File: src/rtl/sb_interconnect.sv
// sb bus NM x NS crossbar: round-robin grant, address decode, decode/timeout error responses.
// Latency: grant in the request cycle, slave valid the cycle after; read and write paths each allow one transaction in flight.
module sb_interconnect #(
  parameter int          NM       = 2,
  parameter int          NS       = 4,
  parameter int          SEL_LSB  = 28,
  parameter int          TIMEOUT  = 255,
  parameter logic [31:0] ERR_DATA = 32'hDEAD_BEEF
) (
  input  logic             clk,
  input  logic             rst_n,
  input  logic [NM-1:0]    sb_arvalid_m,
  output logic [NM-1:0]    sb_arready_m,
  input  logic [NM*32-1:0] sb_araddr_m,
  output logic [NM-1:0]    sb_rvalid_m,
  input  logic [NM-1:0]    sb_rready_m,
  output logic [NM*32-1:0] sb_rdata_m,
  input  logic [NM-1:0]    sb_wvalid_m,
  output logic [NM-1:0]    sb_wready_m,
  input  logic [NM*32-1:0] sb_waddr_m,
  input  logic [NM*32-1:0] sb_wdata_m,
  input  logic [NM*4-1:0]  sb_wstrb_m,
  output logic [NM-1:0]    sb_bvalid_m,
  input  logic [NM-1:0]    sb_bready_m,
  output logic [NM-1:0]    sb_bresp_m,
  output logic [NS-1:0]    sb_arvalid_s,
  input  logic [NS-1:0]    sb_arready_s,
  output logic [NS*32-1:0] sb_araddr_s,
  input  logic [NS-1:0]    sb_rvalid_s,
  output logic [NS-1:0]    sb_rready_s,
  input  logic [NS*32-1:0] sb_rdata_s,
  output logic [NS-1:0]    sb_wvalid_s,
  input  logic [NS-1:0]    sb_wready_s,
  output logic [NS*32-1:0] sb_waddr_s,
  output logic [NS*32-1:0] sb_wdata_s,
  output logic [NS*4-1:0]  sb_wstrb_s,
  input  logic [NS-1:0]    sb_bvalid_s,
  output logic [NS-1:0]    sb_bready_s,
  input  logic [NS-1:0]    sb_bresp_s
);

  localparam int MIW = (NM > 1) ? $clog2(NM) : 1;
  localparam int SIW = (NS > 1) ? $clog2(NS) : 1;
  localparam int CW  = (TIMEOUT > 1) ? $clog2(TIMEOUT + 1) : 1;
  localparam bit TMO_EN = (TIMEOUT != 0);
  // Timeout fires on the last allowed busy cycle so the error state starts TIMEOUT+1 cycles after grant.
  localparam logic [CW-1:0] TMO_LAST = (TIMEOUT > 0) ? CW'(TIMEOUT - 1) : '0;

  typedef enum logic [1:0] {R_IDLE, R_ADDR, R_DATA, R_ERR} rstate_e;
  typedef enum logic [1:0] {W_IDLE, W_DATA, W_RESP, W_ERR} wstate_e;

  function automatic logic [MIW-1:0] rr_pick(input logic [NM-1:0] req, input logic [MIW-1:0] last);
    logic [MIW-1:0] pick;
    pick = last;
    for (int k = NM; k >= 1; k--) begin
      if (req[(int'(last) + k) % NM]) pick = MIW'((int'(last) + k) % NM);
    end
    return pick;
  endfunction

  // Full-width compare: any set bit above log2(NS) decodes as unmapped.
  function automatic logic sel_ok(input logic [31:0] a);
    return (a >> SEL_LSB) < 32'(NS);
  endfunction

  rstate_e        rstate_q, rstate_d;
  logic [31:0]    raddr_q, raddr_d;
  logic [SIW-1:0] rs_q, rs_d;
  logic [MIW-1:0] rg_q, rg_d, rlast_q, rlast_d, r_pick;
  logic [CW-1:0]  rcnt_q, rcnt_d;
  logic           r_sv, r_sr, r_mr, r_tmo;
  logic [31:0]    r_sd;

  wstate_e        wstate_q, wstate_d;
  logic [31:0]    waddr_q, waddr_d, wdata_q, wdata_d;
  logic [3:0]     wstrb_q, wstrb_d;
  logic [SIW-1:0] ws_q, ws_d;
  logic [MIW-1:0] wg_q, wg_d, wlast_q, wlast_d, w_pick;
  logic [CW-1:0]  wcnt_q, wcnt_d;
  logic           w_sv, w_sb, w_sr, w_mr, w_tmo;

  always_ff @(posedge clk) begin
    if (!rst_n) begin
      rstate_q <= R_IDLE;
      raddr_q  <= '0;
      rs_q     <= '0;
      rg_q     <= '0;
      rlast_q  <= MIW'(NM - 1);
      rcnt_q   <= '0;
      wstate_q <= W_IDLE;
      waddr_q  <= '0;
      wdata_q  <= '0;
      wstrb_q  <= '0;
      ws_q     <= '0;
      wg_q     <= '0;
      wlast_q  <= MIW'(NM - 1);
      wcnt_q   <= '0;
    end else begin
      rstate_q <= rstate_d;
      raddr_q  <= raddr_d;
      rs_q     <= rs_d;
      rg_q     <= rg_d;
      rlast_q  <= rlast_d;
      rcnt_q   <= rcnt_d;
      wstate_q <= wstate_d;
      waddr_q  <= waddr_d;
      wdata_q  <= wdata_d;
      wstrb_q  <= wstrb_d;
      ws_q     <= ws_d;
      wg_q     <= wg_d;
      wlast_q  <= wlast_d;
      wcnt_q   <= wcnt_d;
    end
  end

  always_comb begin
    rstate_d     = rstate_q;
    raddr_d      = raddr_q;
    rs_d         = rs_q;
    rg_d         = rg_q;
    rlast_d      = rlast_q;
    rcnt_d       = rcnt_q;
    sb_arready_m = '0;
    sb_rvalid_m  = '0;
    sb_rdata_m   = '0;
    sb_arvalid_s = '0;
    sb_araddr_s  = '0;
    sb_rready_s  = '0;
    r_pick       = rr_pick(sb_arvalid_m, rlast_q);
    r_sv         = 1'b0;
    r_sr         = 1'b0;
    r_sd         = '0;
    r_mr         = 1'b0;
    for (int i = 0; i < NS; i++) begin
      if (rs_q == SIW'(i)) begin
        r_sv = sb_rvalid_s[i];
        r_sr = sb_arready_s[i];
        r_sd = sb_rdata_s[i*32 +: 32];
      end
    end
    for (int j = 0; j < NM; j++) begin
      if (rg_q == MIW'(j)) r_mr = sb_rready_m[j];
    end
    r_tmo = TMO_EN && (rcnt_q == TMO_LAST);
    case (rstate_q)
      R_IDLE: begin
        if (rst_n && (|sb_arvalid_m)) begin
          for (int j = 0; j < NM; j++) begin
            if (r_pick == MIW'(j)) begin
              sb_arready_m[j] = 1'b1;
              raddr_d         = sb_araddr_m[j*32 +: 32];
            end
          end
          rs_d     = SIW'(raddr_d >> SEL_LSB);
          rg_d     = r_pick;
          rlast_d  = r_pick;
          rcnt_d   = '0;
          rstate_d = sel_ok(raddr_d) ? R_ADDR : R_ERR;
        end
      end
      R_ADDR: begin
        for (int i = 0; i < NS; i++) begin
          if (rs_q == SIW'(i)) begin
            sb_arvalid_s[i]         = 1'b1;
            sb_araddr_s[i*32 +: 32] = raddr_q;
          end
        end
        rcnt_d = rcnt_q + 1'b1;
        if (r_tmo)     rstate_d = R_ERR;
        else if (r_sr) rstate_d = R_DATA;
      end
      R_DATA: begin
        for (int i = 0; i < NS; i++) begin
          if (rs_q == SIW'(i)) sb_rready_s[i] = r_mr;
        end
        for (int j = 0; j < NM; j++) begin
          if (rg_q == MIW'(j)) begin
            sb_rvalid_m[j]         = r_sv;
            sb_rdata_m[j*32 +: 32] = r_sv ? r_sd : '0;
          end
        end
        rcnt_d = rcnt_q + 1'b1;
        if (r_sv && r_mr) rstate_d = R_IDLE;
        else if (r_tmo)   rstate_d = R_ERR;
      end
      R_ERR: begin
        for (int j = 0; j < NM; j++) begin
          if (rg_q == MIW'(j)) begin
            sb_rvalid_m[j]         = 1'b1;
            sb_rdata_m[j*32 +: 32] = ERR_DATA;
          end
        end
        if (r_mr) rstate_d = R_IDLE;
      end
      default: rstate_d = R_IDLE;
    endcase
  end

  always_comb begin
    wstate_d     = wstate_q;
    waddr_d      = waddr_q;
    wdata_d      = wdata_q;
    wstrb_d      = wstrb_q;
    ws_d         = ws_q;
    wg_d         = wg_q;
    wlast_d      = wlast_q;
    wcnt_d       = wcnt_q;
    sb_wready_m  = '0;
    sb_bvalid_m  = '0;
    sb_bresp_m   = '0;
    sb_wvalid_s  = '0;
    sb_waddr_s   = '0;
    sb_wdata_s   = '0;
    sb_wstrb_s   = '0;
    sb_bready_s  = '0;
    w_pick       = rr_pick(sb_wvalid_m, wlast_q);
    w_sv         = 1'b0;
    w_sb         = 1'b0;
    w_sr         = 1'b0;
    w_mr         = 1'b0;
    for (int i = 0; i < NS; i++) begin
      if (ws_q == SIW'(i)) begin
        w_sv = sb_bvalid_s[i];
        w_sb = sb_bresp_s[i];
        w_sr = sb_wready_s[i];
      end
    end
    for (int j = 0; j < NM; j++) begin
      if (wg_q == MIW'(j)) w_mr = sb_bready_m[j];
    end
    w_tmo = TMO_EN && (wcnt_q == TMO_LAST);
    case (wstate_q)
      W_IDLE: begin
        if (rst_n && (|sb_wvalid_m)) begin
          for (int j = 0; j < NM; j++) begin
            if (w_pick == MIW'(j)) begin
              sb_wready_m[j] = 1'b1;
              waddr_d        = sb_waddr_m[j*32 +: 32];
              wdata_d        = sb_wdata_m[j*32 +: 32];
              wstrb_d        = sb_wstrb_m[j*4 +: 4];
            end
          end
          ws_d     = SIW'(waddr_d >> SEL_LSB);
          wg_d     = w_pick;
          wlast_d  = w_pick;
          wcnt_d   = '0;
          wstate_d = sel_ok(waddr_d) ? W_DATA : W_ERR;
        end
      end
      W_DATA: begin
        for (int i = 0; i < NS; i++) begin
          if (ws_q == SIW'(i)) begin
            sb_wvalid_s[i]         = 1'b1;
            sb_waddr_s[i*32 +: 32] = waddr_q;
            sb_wdata_s[i*32 +: 32] = wdata_q;
            sb_wstrb_s[i*4 +: 4]   = wstrb_q;
          end
        end
        wcnt_d = wcnt_q + 1'b1;
        if (w_tmo)     wstate_d = W_ERR;
        else if (w_sr) wstate_d = W_RESP;
      end
      W_RESP: begin
        for (int i = 0; i < NS; i++) begin
          if (ws_q == SIW'(i)) sb_bready_s[i] = w_mr;
        end
        for (int j = 0; j < NM; j++) begin
          if (wg_q == MIW'(j)) begin
            sb_bvalid_m[j] = w_sv;
            sb_bresp_m[j]  = w_sv & w_sb;
          end
        end
        wcnt_d = wcnt_q + 1'b1;
        if (w_sv && w_mr) wstate_d = W_IDLE;
        else if (w_tmo)   wstate_d = W_ERR;
      end
      W_ERR: begin
        for (int j = 0; j < NM; j++) begin
          if (wg_q == MIW'(j)) begin
            sb_bvalid_m[j] = 1'b1;
            sb_bresp_m[j]  = 1'b1;
          end
        end
        if (w_mr) wstate_d = W_IDLE;
      end
      default: wstate_d = W_IDLE;
    endcase
  end

endmodule

File: config.mk
export PLATFORM = sky130hd
export DESIGN_NAME = sb_interconnect
export DESIGN_NICKNAME = d
export VERILOG_FILES = /design/src/rtl/sb_interconnect.sv
export SDC_FILE = /design/constraint.sdc
export NUM_CORES = 1
export LEC_CHECK = 0
export BUFFER_PORTS_ARGS = -buffer_cell sky130_fd_sc_hd__buf_2
export CORE_AREA = 2 2 327 329
export DETAILED_ROUTE_END_ITERATION = 7
export DIE_AREA = 0 0 329 331
export GPL_TIMING_DRIVEN = 0
export PLACE_DENSITY_LB_ADDON = 0.3
export SLEW_MARGIN = 40
export SYNTH_ARGS = -nofsm -noshare
export SYNTH_HDL_FRONTEND = slang
export SYNTH_SLANG_ARGS = --single-unit
File: constraint.sdc
create_clock -name clk -period 5.11 [get_ports clk]
set_input_delay 0.511 -clock clk [delete_from_list [all_inputs] [get_ports clk]]
set_output_delay 0.511 -clock clk [all_outputs]
set_load 0.02 [all_outputs]
==> impl_metrics.json <==
{
  "status": "finished clean",
  "grt_use_met2_pct": 26.2,
  "p_seq_share_pct": 28.0,
  "netlist_area_um2": 10300,
  "holdPathStages": 3,
  "clk_latency_ns": 0.50,
  "dr.first_iter.drc_count": 522,
  "io_pins": 848,
  "p_int_mw": 2.80,
  "rrSetupSlack_ns": 2.48,
  "end_kind": "output pin",
  "placeableCoreArea_um2": 105000,
  "postRouteWirelength_um": 81100,
  "fin_nets": 2479,
  "drive_above_1_share_pct": 46.4,
  "post-route-cell-area_um2": 16900,
  "min_period_ns": 4.64,
  "peakVddDrop_mv": 0.169,
  "grt_pass1_wl_um": 105000,
  "reg2reg_to": "wstrb_q[2]",
  "die_area_um2": 109000,
  "cts_hold_buf": 0,
  "setup_viol": 0,
  "die_x_um": 329,
  "ant_nets": 0,
  "vias_per_cell": 3.64,
  "fp.dieH_um": 331,
  "dp_slack_ns": 0.717,
  "drc": 0,
  "cellPowerDensity_nw_per_um2": 325,
  "fin_setup_tns_ns": 0,
  "hold_start": "sb_waddr_m[62]",
  "combPwrFrac_pct": 47.8,
  "crit_arrival_ns": 4.13,
  "fmax_mhz": 215,
  "area_growth_pct": 64.6,
  "antenna_found_initial": 31,
  "max-slew-margin-rel_pct": 44.7,
  "route.vias.total": 12800,
  "p_clk_share_pct": 24.1,
  "rr_startpoint": "wstate_q[0]",
  "crit_required_ns": 4.60,
  "drt_pass1_iterations": 5,
  "synthFlopType": "dfxtp_1",
  "async_flop_share_pct": 0,
  "finalPower_mw": 5.49,
  "synth_cell_type_count": 43,
  "tightest_slew_ns": 0.827,
  "port_buffers": 839,
  "min_path_type": "input pin to register",
  "final_util_pct": 16.1,
  "start_kind": "register",
  "gp_congestion": 0.948,
  "dpl.hpwl_um": 69700,
  "numCtsBuffers": 17,
  "htreeDepth": 4,
  "met1_usage_pct": 15.4,
  "path_clk_slew_ns": 0.08,
  "cts_setup_buffers": 0,
  "post_cts_resized": 0,
  "slew_violations": 0,
  "switching_share_pct": 48.9,
  "cts_sinks": 124,
  "clockBufferDepth": 2,
  "grt-busiest-layer": "met2",
  "grt_pass1_vias": 12500,
  "nFillCells": 12100,
  "period_share_pct": 90.8,
  "use_met3_pct": 3.77,
  "ys_ff_latch": 124,
  "setup_slack_ns": 0.470,
  "p_sw_mw": 2.69,
  "rsz0062_at_grt": "false",
  "synth-warning-count": 0,
  "placementRows": 119,
  "setup.worst_path.class": "register to output pin",
  "p_leak_nw": 9.65,
  "rr_worst_depth": 8,
  "grt_use_total_pct": 14.2,
  "hold_path_end": "waddr_q[30]",
  "final_hold_viol_count": 0,
  "synth_edf_count": 0,
  "syn_inst": 1243,
  "grt.overflow.total": 0,
  "drv_cap": 0,
  "grt_max_degree": 17,
  "routedWlPerCell_um": 23.0,
  "cts_tree": "built",
  "cts_root_buffer": "clkbuf_16",
  "ys_seq_area_share_pct": 24.2,
  "finClkSkew_ns": 0.0138,
  "initial_core_util_pct": 9.78,
  "cp_max_fo": 10,
  "dpl_cell_area_um2": 16300,
  "synth_area_per_cell_um2": 8.26
}
critical path, stage by stage (launching register included):
cell and delay, ns:
dfxtp_1 0.77, buf_2 0.54, nand2_1 0.43, nor2_2 0.49, clkbuf_2 0.50, clkbuf_1 0.45, and2_1 0.22, buf_2 0.17
logic make-up (layout without fill, tap and decap cells):
group                    count (synthesis)  count (layout)  synth area share [%]
XOR/XNOR                                12              12                  1.02
other                                    1              17                0.0365
multiplexers                           145             145                  18.7
flip-flops                             124             124                  24.2
buffers and inverters                  138            1010                  6.07
adder cells (fa/ha/maj)                 12              12                  1.46
AO/OA/AOI/OAI                          184             184                  14.5
AND/OR/NAND/NOR                        627             627                  34.1
worst max-delay path by stage:
stage                      from               to  slack [ns]  cells after the start
CTS                 waddr_q[29]  sb_waddr_s[102]        0.12                      7
detailed placement  waddr_q[29]  sb_waddr_s[102]        0.72                      7
global route        waddr_q[29]  sb_waddr_s[102]        0.17                      7
global placement    waddr_q[29]  sb_waddr_s[102]        0.05                      7
floorplan           raddr_q[28]   sb_rdata_m[11]        2.84                      6
finish              waddr_q[29]  sb_waddr_s[102]        0.47                      7
cell usage in the layout (no fill, tap or decap), drive strengths merged, types with 8 or more instances in the layout:
| cell type | n |
|---|---|
| and2 | 393 |
| and3 | 11 |
| buf | 885 |
| clkbuf | 95 |
| conb | 8 |
| dfxtp | 124 |
| diode | 9 |
| ha | 12 |
| inv | 25 |
| mux2i | 106 |
| mux4 | 37 |
| nand2 | 147 |
| nand3 | 8 |
| nor2 | 29 |
| nor2b | 12 |
| nor3b | 10 |
| o211a | 98 |
| o21ai | 64 |
| xor2 | 9 |
through the flow:
| stage | instances | hold slack, ns |
|---|---|---|
| finish | 3522 | 0.305 |
| global route | 3518 | 0.274 |
| CTS | 3512 | 0.236 |
| detailed placement | 3480 | 0.473 |
| global placement | 3480 | 0.475 |
| floorplan | 1250 | 0.456 |
power groups by stage:
stage | clock, mW | sequential, mW | combinational [mW]
after global placement | 0 | 1.56 | 2.69
final | 1.33 | 1.54 | 2.63
after global routing | 1.43 | 1.57 | 2.86
after floorplan | 0 | 1.35 | 1.54
after detailed placement | 0 | 1.57 | 2.70
after CTS | 1.41 | 1.55 | 2.71
flip-flops by register name, indices dropped and copies added, names as in the netlist:
signal	count
waddr_q	32
rg_q	1
wstate_q	2
rlast_q	1
wdata_q	32
raddr_q	32
rcnt_q	8
wg_q	1
wstrb_q	4
wlast_q	1
rstate_q	2
wcnt_q	8
synthesized netlist by cell type (4+ instances only):
library cell	count	area share (%)
mux4_2	37	8.1
nor2_1	29	1.1
clkbuf_1	75	2.7
buf_1	7	0.26
a21oi_1	6	0.29
nor2b_1	12	0.73
buf_2	22	1.1
mux2i_1	106	10
nand3_1	8	0.39
inv_1	14	0.51
o21ai_0	62	3.0
nor3_1	4	0.20
and3_1	11	0.67
buf_4	14	1.0
nand2_1	146	5.3
and2_1	393	24
nor3b_1	10	0.73
o211a_1	98	9.6
a211oi_2	4	0.49
and4_1	4	0.34
dfxtp_1	124	24
o211ai_1	4	0.29
ha_1	12	1.5
xor2_1	9	0.77
final cells by class:
type                       instances  area (um2)  share of cell area [%]
antenna                            9        22.5                   0.133
buffer                           123         584                    3.46
clock buffer                      17         425                    2.52
clock inverter                    15         166                   0.985
inverter                          15        56.3                   0.333
multi-input combinational        988        7220                    42.7
sequential                       124        2480                    14.7
tap                             1391        1740                    10.3
timing repair buffer             840        4200                    24.9
per-layer routing:
layer	share of wire, %	wire [um]
met4	2.9	2390
met3	6.7	5390
met1	38	30700
met2	52	42500
met5	0.079	64
Power figures use the tool's default switching activity.
